File: config.mk
export PLATFORM = sky130hd
export DESIGN_NAME = cpu_seq_ctrl
export DESIGN_NICKNAME = d
export VERILOG_FILES = /design/src/rtl/cpu_ctrl_pkg.sv /design/src/rtl/alu_func_dec.sv /design/src/rtl/cpu_seq_ctrl.sv
export SDC_FILE = /design/constraint.sdc
export NUM_CORES = 1
export LEC_CHECK = 0
export BUFFER_PORTS_ARGS = -buffer_cell sky130_fd_sc_hd__buf_2
export CORE_AREA = 2 2 75 77
export DETAILED_ROUTE_END_ITERATION = 16
export DIE_AREA = 0 0 77 79
export GPL_TIMING_DRIVEN = 0
export PLACE_DENSITY = 0.82
export SYNTH_ARGS = -nofsm -noshare
export SYNTH_HDL_FRONTEND = slang
export SYNTH_SLANG_ARGS = --single-unit
export TNS_END_PERCENT = 1
File: constraint.sdc
create_clock -name clk -period 4.6 [get_ports clk]
set_input_delay 0 -clock clk [delete_from_list [all_inputs] [get_ports clk]]
set_output_delay 0 -clock clk [all_outputs]
set_load 0.05 [all_outputs]
File: src/rtl/cpu_ctrl_pkg.sv
// cpu_ctrl_pkg -- shared constants for the multi-cycle CPU control path.
//
// Holds the sequencer state encoding, instruction opcode / funct constants,
// ALU operation codes and PC source selects. The ALU and datapath import
// this package so every block agrees on the same encodings.
package cpu_ctrl_pkg;

    // Sequencer states. Codes 6 and 7 are unused and recover to S_IDLE.
    typedef enum logic [2:0] {
        S_IDLE = 3'd0,
        S_IF   = 3'd1,
        S_ID   = 3'd2,
        S_EX   = 3'd3,
        S_WB   = 3'd4,
        S_HALT = 3'd5
    } state_e;

    // Primary opcodes (ir[31:26]).
    localparam logic [5:0] OP_RTYPE = 6'b000000;
    localparam logic [5:0] OP_J     = 6'b000010;
    localparam logic [5:0] OP_BEQ   = 6'b000100;
    localparam logic [5:0] OP_ADDI  = 6'b001000;
    localparam logic [5:0] OP_ANDI  = 6'b001100;
    localparam logic [5:0] OP_ORI   = 6'b001101;
    localparam logic [5:0] OP_XORI  = 6'b001110;
    localparam logic [5:0] OP_HALT  = 6'b111111;

    // R-type funct codes (ir[5:0]).
    localparam logic [5:0] FN_AND  = 6'b100100;
    localparam logic [5:0] FN_OR   = 6'b100101;
    localparam logic [5:0] FN_XOR  = 6'b100110;
    localparam logic [5:0] FN_NOR  = 6'b100111;
    localparam logic [5:0] FN_ADD  = 6'b100000;
    localparam logic [5:0] FN_SUB  = 6'b100010;
    localparam logic [5:0] FN_SLLV = 6'b000100;
    localparam logic [5:0] FN_SLTU = 6'b101011;

    // ALU operation codes.
    localparam logic [2:0] ALU_AND  = 3'b000;
    localparam logic [2:0] ALU_OR   = 3'b001;
    localparam logic [2:0] ALU_XOR  = 3'b010;
    localparam logic [2:0] ALU_NOR  = 3'b011;
    localparam logic [2:0] ALU_ADD  = 3'b100;
    localparam logic [2:0] ALU_SUB  = 3'b101;
    localparam logic [2:0] ALU_SLLV = 3'b110;
    localparam logic [2:0] ALU_SLTU = 3'b111;

    // PC source selects.
    localparam logic [1:0] PC_SEQ    = 2'b00;
    localparam logic [1:0] PC_BRANCH = 2'b01;
    localparam logic [1:0] PC_JUMP   = 2'b10;

    // Immediate-operand ALU instructions.
    function automatic logic is_itype_op(input logic [5:0] op);
        return (op == OP_ADDI) || (op == OP_ANDI) ||
               (op == OP_ORI)  || (op == OP_XORI);
    endfunction

    // Opcodes that need an execute cycle.
    function automatic logic is_ex_op(input logic [5:0] op);
        return (op == OP_RTYPE) || (op == OP_BEQ) || is_itype_op(op);
    endfunction

endpackage

File: src/rtl/alu_func_dec.sv
// alu_func_dec -- combinational R-type funct to ALU operation decoder.
//
// Ports:
//   funct  in   6  R-type function field, ir[5:0]
//   alu_op out  3  ALU operation code (ALU_AND when funct is unknown)
//   valid  out  1  funct is a supported R-type operation
module alu_func_dec
    import cpu_ctrl_pkg::*;
(
    input  logic [5:0] funct,
    output logic [2:0] alu_op,
    output logic       valid
);

    // NOTE: every output gets a default before the case so no path leaves
    // it unassigned; a missing default in always_comb infers a latch.
    always_comb begin
        alu_op = ALU_AND;
        valid  = 1'b1;
        case (funct)
            FN_AND:  alu_op = ALU_AND;
            FN_OR:   alu_op = ALU_OR;
            FN_XOR:  alu_op = ALU_XOR;
            FN_NOR:  alu_op = ALU_NOR;
            FN_ADD:  alu_op = ALU_ADD;
            FN_SUB:  alu_op = ALU_SUB;
            FN_SLLV: alu_op = ALU_SLLV;
            FN_SLTU: alu_op = ALU_SLTU;
            default: valid  = 1'b0;
        endcase
    end

endmodule

File: src/rtl/cpu_seq_ctrl.sv
// cpu_seq_ctrl -- multi-cycle CPU sequencer (IF / ID / EX / WB) with halt.
//
// Ports:
//   clk        in   1      system clock, rising edge
//   rst        in   1      synchronous active-high reset, highest priority
//   run        in   1      start request, only looked at in S_IDLE
//   inst_code  in   32     instruction word, captured into ir in S_IF
//   zf         in   1      ALU zero flag, used by beq in S_EX
//   ir         out  32     instruction register
//   pc_write   out  1      PC load strobe
//   pc_src     out  2      PC source: 00 PC+4, 01 branch, 10 jump
//   rf_write   out  1      register-file write strobe (S_WB only)
//   reg_dst    out  1      destination select, 1 = rd, 0 = rt
//   alu_src_b  out  1      ALU B operand, 1 = immediate
//   ext_sel    out  1      immediate extend, 1 = zero, 0 = sign
//   alu_op     out  3      ALU operation code
//   state      out  3      current state code, for debug
//   halted     out  1      sequencer parked in S_HALT
//   illegal    out  1      one-cycle pulse on unknown opcode or funct
//   inst_cnt   out  CNT_W  retired-instruction counter, wraps silently
module cpu_seq_ctrl
    import cpu_ctrl_pkg::*;
#(
    parameter int CNT_W = 16
) (
    input  logic             clk,
    input  logic             rst,
    input  logic             run,
    input  logic [31:0]      inst_code,
    input  logic             zf,
    output logic [31:0]      ir,
    output logic             pc_write,
    output logic [1:0]       pc_src,
    output logic             rf_write,
    output logic             reg_dst,
    output logic             alu_src_b,
    output logic             ext_sel,
    output logic [2:0]       alu_op,
    output logic [2:0]       state,
    output logic             halted,
    output logic             illegal,
    output logic [CNT_W-1:0] inst_cnt
);

    state_e           state_q, state_d;
    logic [31:0]      ir_q;
    logic [CNT_W-1:0] cnt_q;
    logic             retire;

    logic [5:0] opcode;
    logic [2:0] fn_alu_op;
    logic       fn_valid;

    assign opcode = ir_q[31:26];

    alu_func_dec u_func_dec (
        .funct  (ir_q[5:0]),
        .alu_op (fn_alu_op),
        .valid  (fn_valid)
    );

    // Datapath selects depend only on ir, which is frozen from S_ID until
    // the next S_IF, so they stay stable across S_EX and S_WB.
    logic [2:0] dp_alu_op;
    logic       dp_reg_dst, dp_alu_src_b, dp_ext_sel;

    always_comb begin
        dp_alu_op    = ALU_AND;
        dp_reg_dst   = 1'b0;
        dp_alu_src_b = 1'b0;
        dp_ext_sel   = 1'b0;
        if (opcode == OP_RTYPE) begin
            dp_alu_op  = fn_alu_op;
            dp_reg_dst = 1'b1;
        end else if (opcode == OP_BEQ) begin
            dp_alu_op = ALU_SUB;
        end else if (is_itype_op(opcode)) begin
            dp_alu_src_b = 1'b1;
            case (opcode)
                OP_ADDI: dp_alu_op = ALU_ADD;
                OP_ANDI: begin dp_alu_op = ALU_AND; dp_ext_sel = 1'b1; end
                OP_ORI:  begin dp_alu_op = ALU_OR;  dp_ext_sel = 1'b1; end
                OP_XORI: begin dp_alu_op = ALU_XOR; dp_ext_sel = 1'b1; end
                default: dp_alu_op = ALU_AND;
            endcase
        end
    end

    // NOTE: state registers use non-blocking assignments so every flop
    // samples pre-edge values regardless of statement order.
    always_ff @(posedge clk) begin
        if (rst) begin
            state_q <= S_IDLE;
            ir_q    <= '0;
            cnt_q   <= '0;
        end else begin
            state_q <= state_d;
            if (state_q == S_IF)
                ir_q <= inst_code;
            if (retire)
                cnt_q <= cnt_q + CNT_W'(1);
        end
    end

    always_comb begin
        state_d   = state_q;
        retire    = 1'b0;
        pc_write  = 1'b0;
        pc_src    = PC_SEQ;
        rf_write  = 1'b0;
        reg_dst   = 1'b0;
        alu_src_b = 1'b0;
        ext_sel   = 1'b0;
        alu_op    = ALU_AND;
        halted    = 1'b0;
        illegal   = 1'b0;

        case (state_q)
            S_IDLE: begin
                if (run)
                    state_d = S_IF;
            end

            S_IF: begin
                pc_write = 1'b1;
                pc_src   = PC_SEQ;
                state_d  = S_ID;
            end

            S_ID: begin
                if (opcode == OP_J) begin
                    pc_write = 1'b1;
                    pc_src   = PC_JUMP;
                    retire   = 1'b1;
                    state_d  = S_IF;
                end else if (opcode == OP_HALT) begin
                    state_d = S_HALT;
                end else if (is_ex_op(opcode)) begin
                    state_d = S_EX;
                end else begin
                    illegal = 1'b1;
                    state_d = S_IF;
                end
            end

            S_EX: begin
                alu_op    = dp_alu_op;
                reg_dst   = dp_reg_dst;
                alu_src_b = dp_alu_src_b;
                ext_sel   = dp_ext_sel;
                if (opcode == OP_BEQ) begin
                    if (zf) begin
                        pc_write = 1'b1;
                        pc_src   = PC_BRANCH;
                    end
                    retire  = 1'b1;
                    state_d = S_IF;
                end else if ((opcode == OP_RTYPE) && !fn_valid) begin
                    // Unknown funct: abandon the instruction without writeback.
                    illegal = 1'b1;
                    state_d = S_IF;
                end else begin
                    state_d = S_WB;
                end
            end

            S_WB: begin
                alu_op    = dp_alu_op;
                reg_dst   = dp_reg_dst;
                alu_src_b = dp_alu_src_b;
                ext_sel   = dp_ext_sel;
                rf_write  = 1'b1;
                retire    = 1'b1;
                state_d   = S_IF;
            end

            S_HALT: begin
                halted = 1'b1;
            end

            default: state_d = S_IDLE;
        endcase
    end

    assign ir       = ir_q;
    assign state    = state_q;
    assign inst_cnt = cnt_q;

endmodule

**Word level (Yosys, flattened, before mapping)**

Index checks and enable logic that the tools add are counted.

- Flip-flop bits (word level): 51
- Input bits: 36
- Output and inout port bits: 63
- Word-level logic and storage cells: 82

- $add $sub $neg: 1
- Equal/unequal tests: 21
- Mux-type cells: 43
- Bitwise logic cells: 1
- Reductions and logical operators: 13

Operator list:

| kind | count |
|---|---|
| $eq 6x6->1 const B | 8 |
| $mux 3 | 9 |
| $mux 1 | 25 |
| $eq 6x4->1 const B | 4 |
| $pmux 3 s7 | 1 |
| $pmux 3 s6 | 1 |
| $add 16x1->16 const B | 1 |
| $eq 6x3->1 const B | 2 |
| $pmux 3 s3 | 1 |
| $reduce_or 8->1 | 1 |
| $eq 3x2->1 const B | 2 |
| $eq 3x3->1 const B | 2 |
| $eq 6x2->1 const B | 1 |
| $logic_not 6->1 | 1 |
| $pmux 1 s3 | 2 |
| $logic_or 1x1->1 | 5 |
| $mux 2 | 2 |
| $pmux 2 s2 | 1 |
| $eq 3x1->1 const B | 1 |
| $logic_not 3->1 | 1 |
| $reduce_or 3->1 | 1 |
| $ne 2x2->1 const B | 1 |
| $pmux 1 s2 | 1 |
| $reduce_and 2->1 | 1 |
| other kinds (4) | 4 |

**Depth between registers and ports, before layout**

- Word-level depth: 9
- Gate-level depth with buffers: 7
- Depth with buffers taken out: 6

**Hierarchy**

From an unflattened synthesis, not the netlist that was laid out.

- Cells, all modules: 337
- Area total of the unflattened synthesis: 2608.8 µm²

Modules (own cells, without submodules):

| module | times used | cells an instance | area each (µm²) | seq. area each (µm²) |
|---|---|---|---|---|
| cpu_seq_ctrl | 1 | 317 | 2471.1 | 1021.0 |
| alu_func_dec | 1 | 20 | 137.6 | 0.0 |

**Worst setup path after synthesis**

Ideal clock, no wire load.

- Path kind: flip-flop to output port
- Start: register state_q[2], in the netlist state[2]
- End: output alu_src_b
- Arrival: 2844 ps
- Required time: 4600 ps
- Slack: 1756 ps
- Cell stages (with the launch flop): 7
- Buffers on the path: 1
- Cell sequence: dfxtp_1 > buf_2 > nand2_1 > inv_2 > a21oi_1 > or3_4 > nor3b_1

- Cells in the longest elaborated chain, start to end: 3
- Elaborated cells on any way between the ends: 4
- Classes of those cells: eq/ne (2); mux (1); reduce/logical (1)

Ends and longest elaborated chain:

| what | line | text |
|---|---|---|
| start: declaration | cpu_seq_ctrl.sv:45 | `state_e state_q, state_d;` |
| start signal: assignment | cpu_seq_ctrl.sv:97 | `state_q <= state_d;` |
| $eq 3x2->1 or $eq 3x3->1 (tied branches) | cpu_seq_ctrl.sv:118 | `case (state_q)` |
| $reduce_or 2->1 (no line) * | - |  |
| $mux 1 * | cpu_seq_ctrl.sv:118 |  |
| end: declaration | cpu_seq_ctrl.sv:36 | `output logic alu_src_b,` |

Every way passes the cells marked *; elsewhere a longest branch is shown, timed or not.

**Final worst setup path**

- Start: register state_q[0], in the netlist state[0]
- End: output alu_op[0]

- Cells in the longest elaborated chain, start to end: 3
- Elaborated cells on any way between the ends: 4
- Classes of those cells: eq/ne (2); mux (1); reduce/logical (1)

Ends and longest elaborated chain:

| what | line | text |
|---|---|---|
| $eq 3x2->1 or $eq 3x3->1 (tied branches) | cpu_seq_ctrl.sv:118 |  |
| $reduce_or 2->1 (no line) * | - |  |
| $mux 3 * | cpu_seq_ctrl.sv:118 |  |
| end: declaration | cpu_seq_ctrl.sv:38 | `output logic [2:0] alu_op,` |

Marks and branches as above.

==> results_dict.tcl <==
set metrics [dict create \
    final-seq-area_um2 1020 \
    antenna_found_initial 1 \
    portBuffers 98 \
    syn_area_um2 2700 \
    cp_max_fo 10 \
    stdcell_count 554 \
    fin_worst_skew_ps 6.38 \
    outcome "complete, no violations" \
    fin_nets 518 \
    critPathLaunch "state[0]$_SDFFE_PP0P_" \
    crit_type "reg -> out" \
    whs_ps 35.4 \
    syn_to_final_growth_pct 36.8 \
    dr.first_iter.drc_count 133 \
    synth_cell_type_count 53 \
    post_drt_wl_per_cell_um 14.1 \
    cts.repair.resized 0 \
    yosys_warnings 0 \
    drt-vias-per-instance 5.39 \
    clock_path_buffers 2 \
    synthArstFlopShare 0 \
    drtPass1Iterations 4 \
    dieArea_um2 6080 \
    regToRegEndpoint "ir[5]$_SDFFE_PP0P_" \
    h-tree-depth 2 \
    die_y_um 79 \
    grt_pass1_vias 2792 \
    relSlewSlack 0.622 \
    tns_ps 0 \
    tightest_slew_ps 564 \
    root_buffer "clkbuf_8" \
    syn_inst 344 \
    irDropWorstVdd_v 0.000294 \
    multi_input_area_um2 1520 \
    hpwl_um 5150 \
    arrival_ps 2190 \
    worst_setup_path_end_kind "output pin" \
    clk_latency_ps 300 \
    initial_core_util 0.505 \
    final_core_utilization 0.691 \
    io_pins 99 \
    rows 27 \
    max_freq_ghz 0.456 \
    grt_max_degree 15 \
    ys.flop_type "dfxtp_1" \
    drc 0 \
    grt_pass1_wl_um 12500 \
    core_area_um2 5340 \
    ant_nets 0 \
    hold_path_class "in -> reg" \
    reg2reg_slack_ps 2630 \
    path_clk_slew_ps 90 \
    gp_congestion 0.867 \
    die_w_um 77 \
    worstSetupStartpointType "register" \
    grt_usage 0.254 \
    fin_crit_ps 2190 \
    reg2reg_depth 6 \
    overflow 0 \
    required_ps 4600 \
    syn_avg_cell_area_um2 7.83 \
    synth_enable_flop_cells 0 \
    drv_slew 0 \
    rsz0062_at_grt "no" \
    cp-endpoint "alu_op[0]" \
    drive_above_1_share 0.289 \
    synth-seq-area-share 0.379 \
    finalCritPeriodShare 0.477 \
    place_inst 514 \
    maxCapViolCount 0 \
    dr_total_vias 2988 \
    num-fill-cells 461 \
    tritoncts "yes" \
    wl_um 7810 \
    clock_sinks 51 \
    p_per_area_nw_per_um2 447 \
    ys_ff_latch 51 \
    syn_nets 381 \
    post_cts_buffers 0 \
    timing_hold_violations_final 0 \
    setup_violations 0 \
    cts_buffers 5 \
    r2r_start "state[0]$_SDFFE_PP0P_" \
    leakage_nw 1.62 \
]
report_power, final:
part	internal, W	switching, W	total (W)
combinational	0.000242	0.000580	0.000822
sequential	0.000509	0.0000595	0.000569
clock	0.000118	0.000140	0.000258
total	0.000869	0.000779	0.00165
registers in the layout, summed over array words and instances, names as in the netlist:
| signal | cells |
|---|---|
| state | 3 |
| inst_cnt | 16 |
| ir | 32 |
worst max-delay path, cell delays in order, from the launching register on:
cell       delay (ps)
dfxtp_1           370
buf_6             160
nor2_1            100
nand2_1           100
inv_2             130
a21oi_1           100
or3_4             370
a2111oi_2         270
buf_2             310
cells in the mapped netlist, drive strengths merged (2+ instances only):
master    n  area (µm²)
or4       2        15.0
and2      5        31.3
o2111ai   2        41.3
nand2b    2        12.5
o21a      2        15.0
o21ai     5        25.0
nand2    78         293
nor4      3        33.8
mux2     14         158
nand3b    2        15.0
inv       5        18.8
nor2     22        82.6
buf      13        86.3
and4      4        35.0
nor3      9        50.1
nor4b     2        17.5
dfxtp    51        1020
nor3b     5        42.5
nor2b    17         106
a21oi    50         250
or3       3        23.8
a21boi    3        22.5
nand4     4        25.0
clkbuf   12        45.0
nand3     9        45.0
maj3      2        20.0
o211ai    3        22.5
kinds of logic after synthesis:
logic type	share of synthesized area
buffers and inverters	0.0557
adders and majority gates	0.0121
AOI/OAI and AO/OA	0.179
DFF	0.379
muxes	0.0585
and+or+nand+nor	0.316
worst min-delay path by stage:
stage,endpoint,slack (ps),startpoint,cells past startpoint
2_1_floorplan,ir[26]$_SDFFE_PP0P_,140,inst_code[26],2
3_3_place_gp,ir[19]$_SDFFE_PP0P_,240,inst_code[19],3
3_5_place_dp,ir[14]$_SDFFE_PP0P_,240,inst_code[14],3
4_1_cts,state[0]$_SDFFE_PP0P_,30,rst,3
5_1_grt,state[0]$_SDFFE_PP0P_,50,rst,3
6_report,state[0]$_SDFFE_PP0P_,40,rst,3
timing repair:
item | CTS | global route
hold buffers | 32 | 0
hold endpoints to repair | 32 | 0
endpoints found under the setup margin | 0 | 0
through the flow:
stage | cell area [µm²] | worst slack [ps] | total power, W
2_1_floorplan | 2700 | 1760 | 0.00118
3_3_place_gp | 3280 | 2740 | 0.00135
3_5_place_dp | 3280 | 2710 | 0.00137
4_1_cts | 3680 | 2400 | 0.00164
5_1_grt | 3690 | 2250 | 0.00175
6_report | 3690 | 2410 | 0.00165
cell usage in the layout (no fill, tap or decap), types with 3 or more instances in the layout:
master,count
buf_2,104
nand2_1,78
dfxtp_1,51
a21oi_1,50
dlygate4sd3_1,32
nor2_1,22
nor2b_1,17
clkbuf_1,12
mux2_2,12
nand3_1,9
nor3_1,8
clkbuf_8,6
and2_1,5
o21ai_0,5
buf_4,4
nor3b_1,4
inv_1,4
nand4_1,4
and4_1,4
o211ai_1,3
cell type report:
class,count,area share
Clock buffer,6,0.0224
Clock inverter,1,0.00136
Timing Repair Buffer,130,0.220
Multi-Input combinational cell,263,0.413
Buffer,25,0.0356
Antenna cell,1,0.000679
Sequential cell,51,0.277
Tap cell,72,0.0244
Inverter,5,0.00509
per-layer routing:
metal	vias up	track usage	part of all wire
met1	1395	0.301	0.40
met4	0	0.120	0.031
met5	-	0	0
met2	104	0.446	0.51
li1	1468	-	-
met3	21	0.0477	0.058
(Power assumes the default switching activity.)
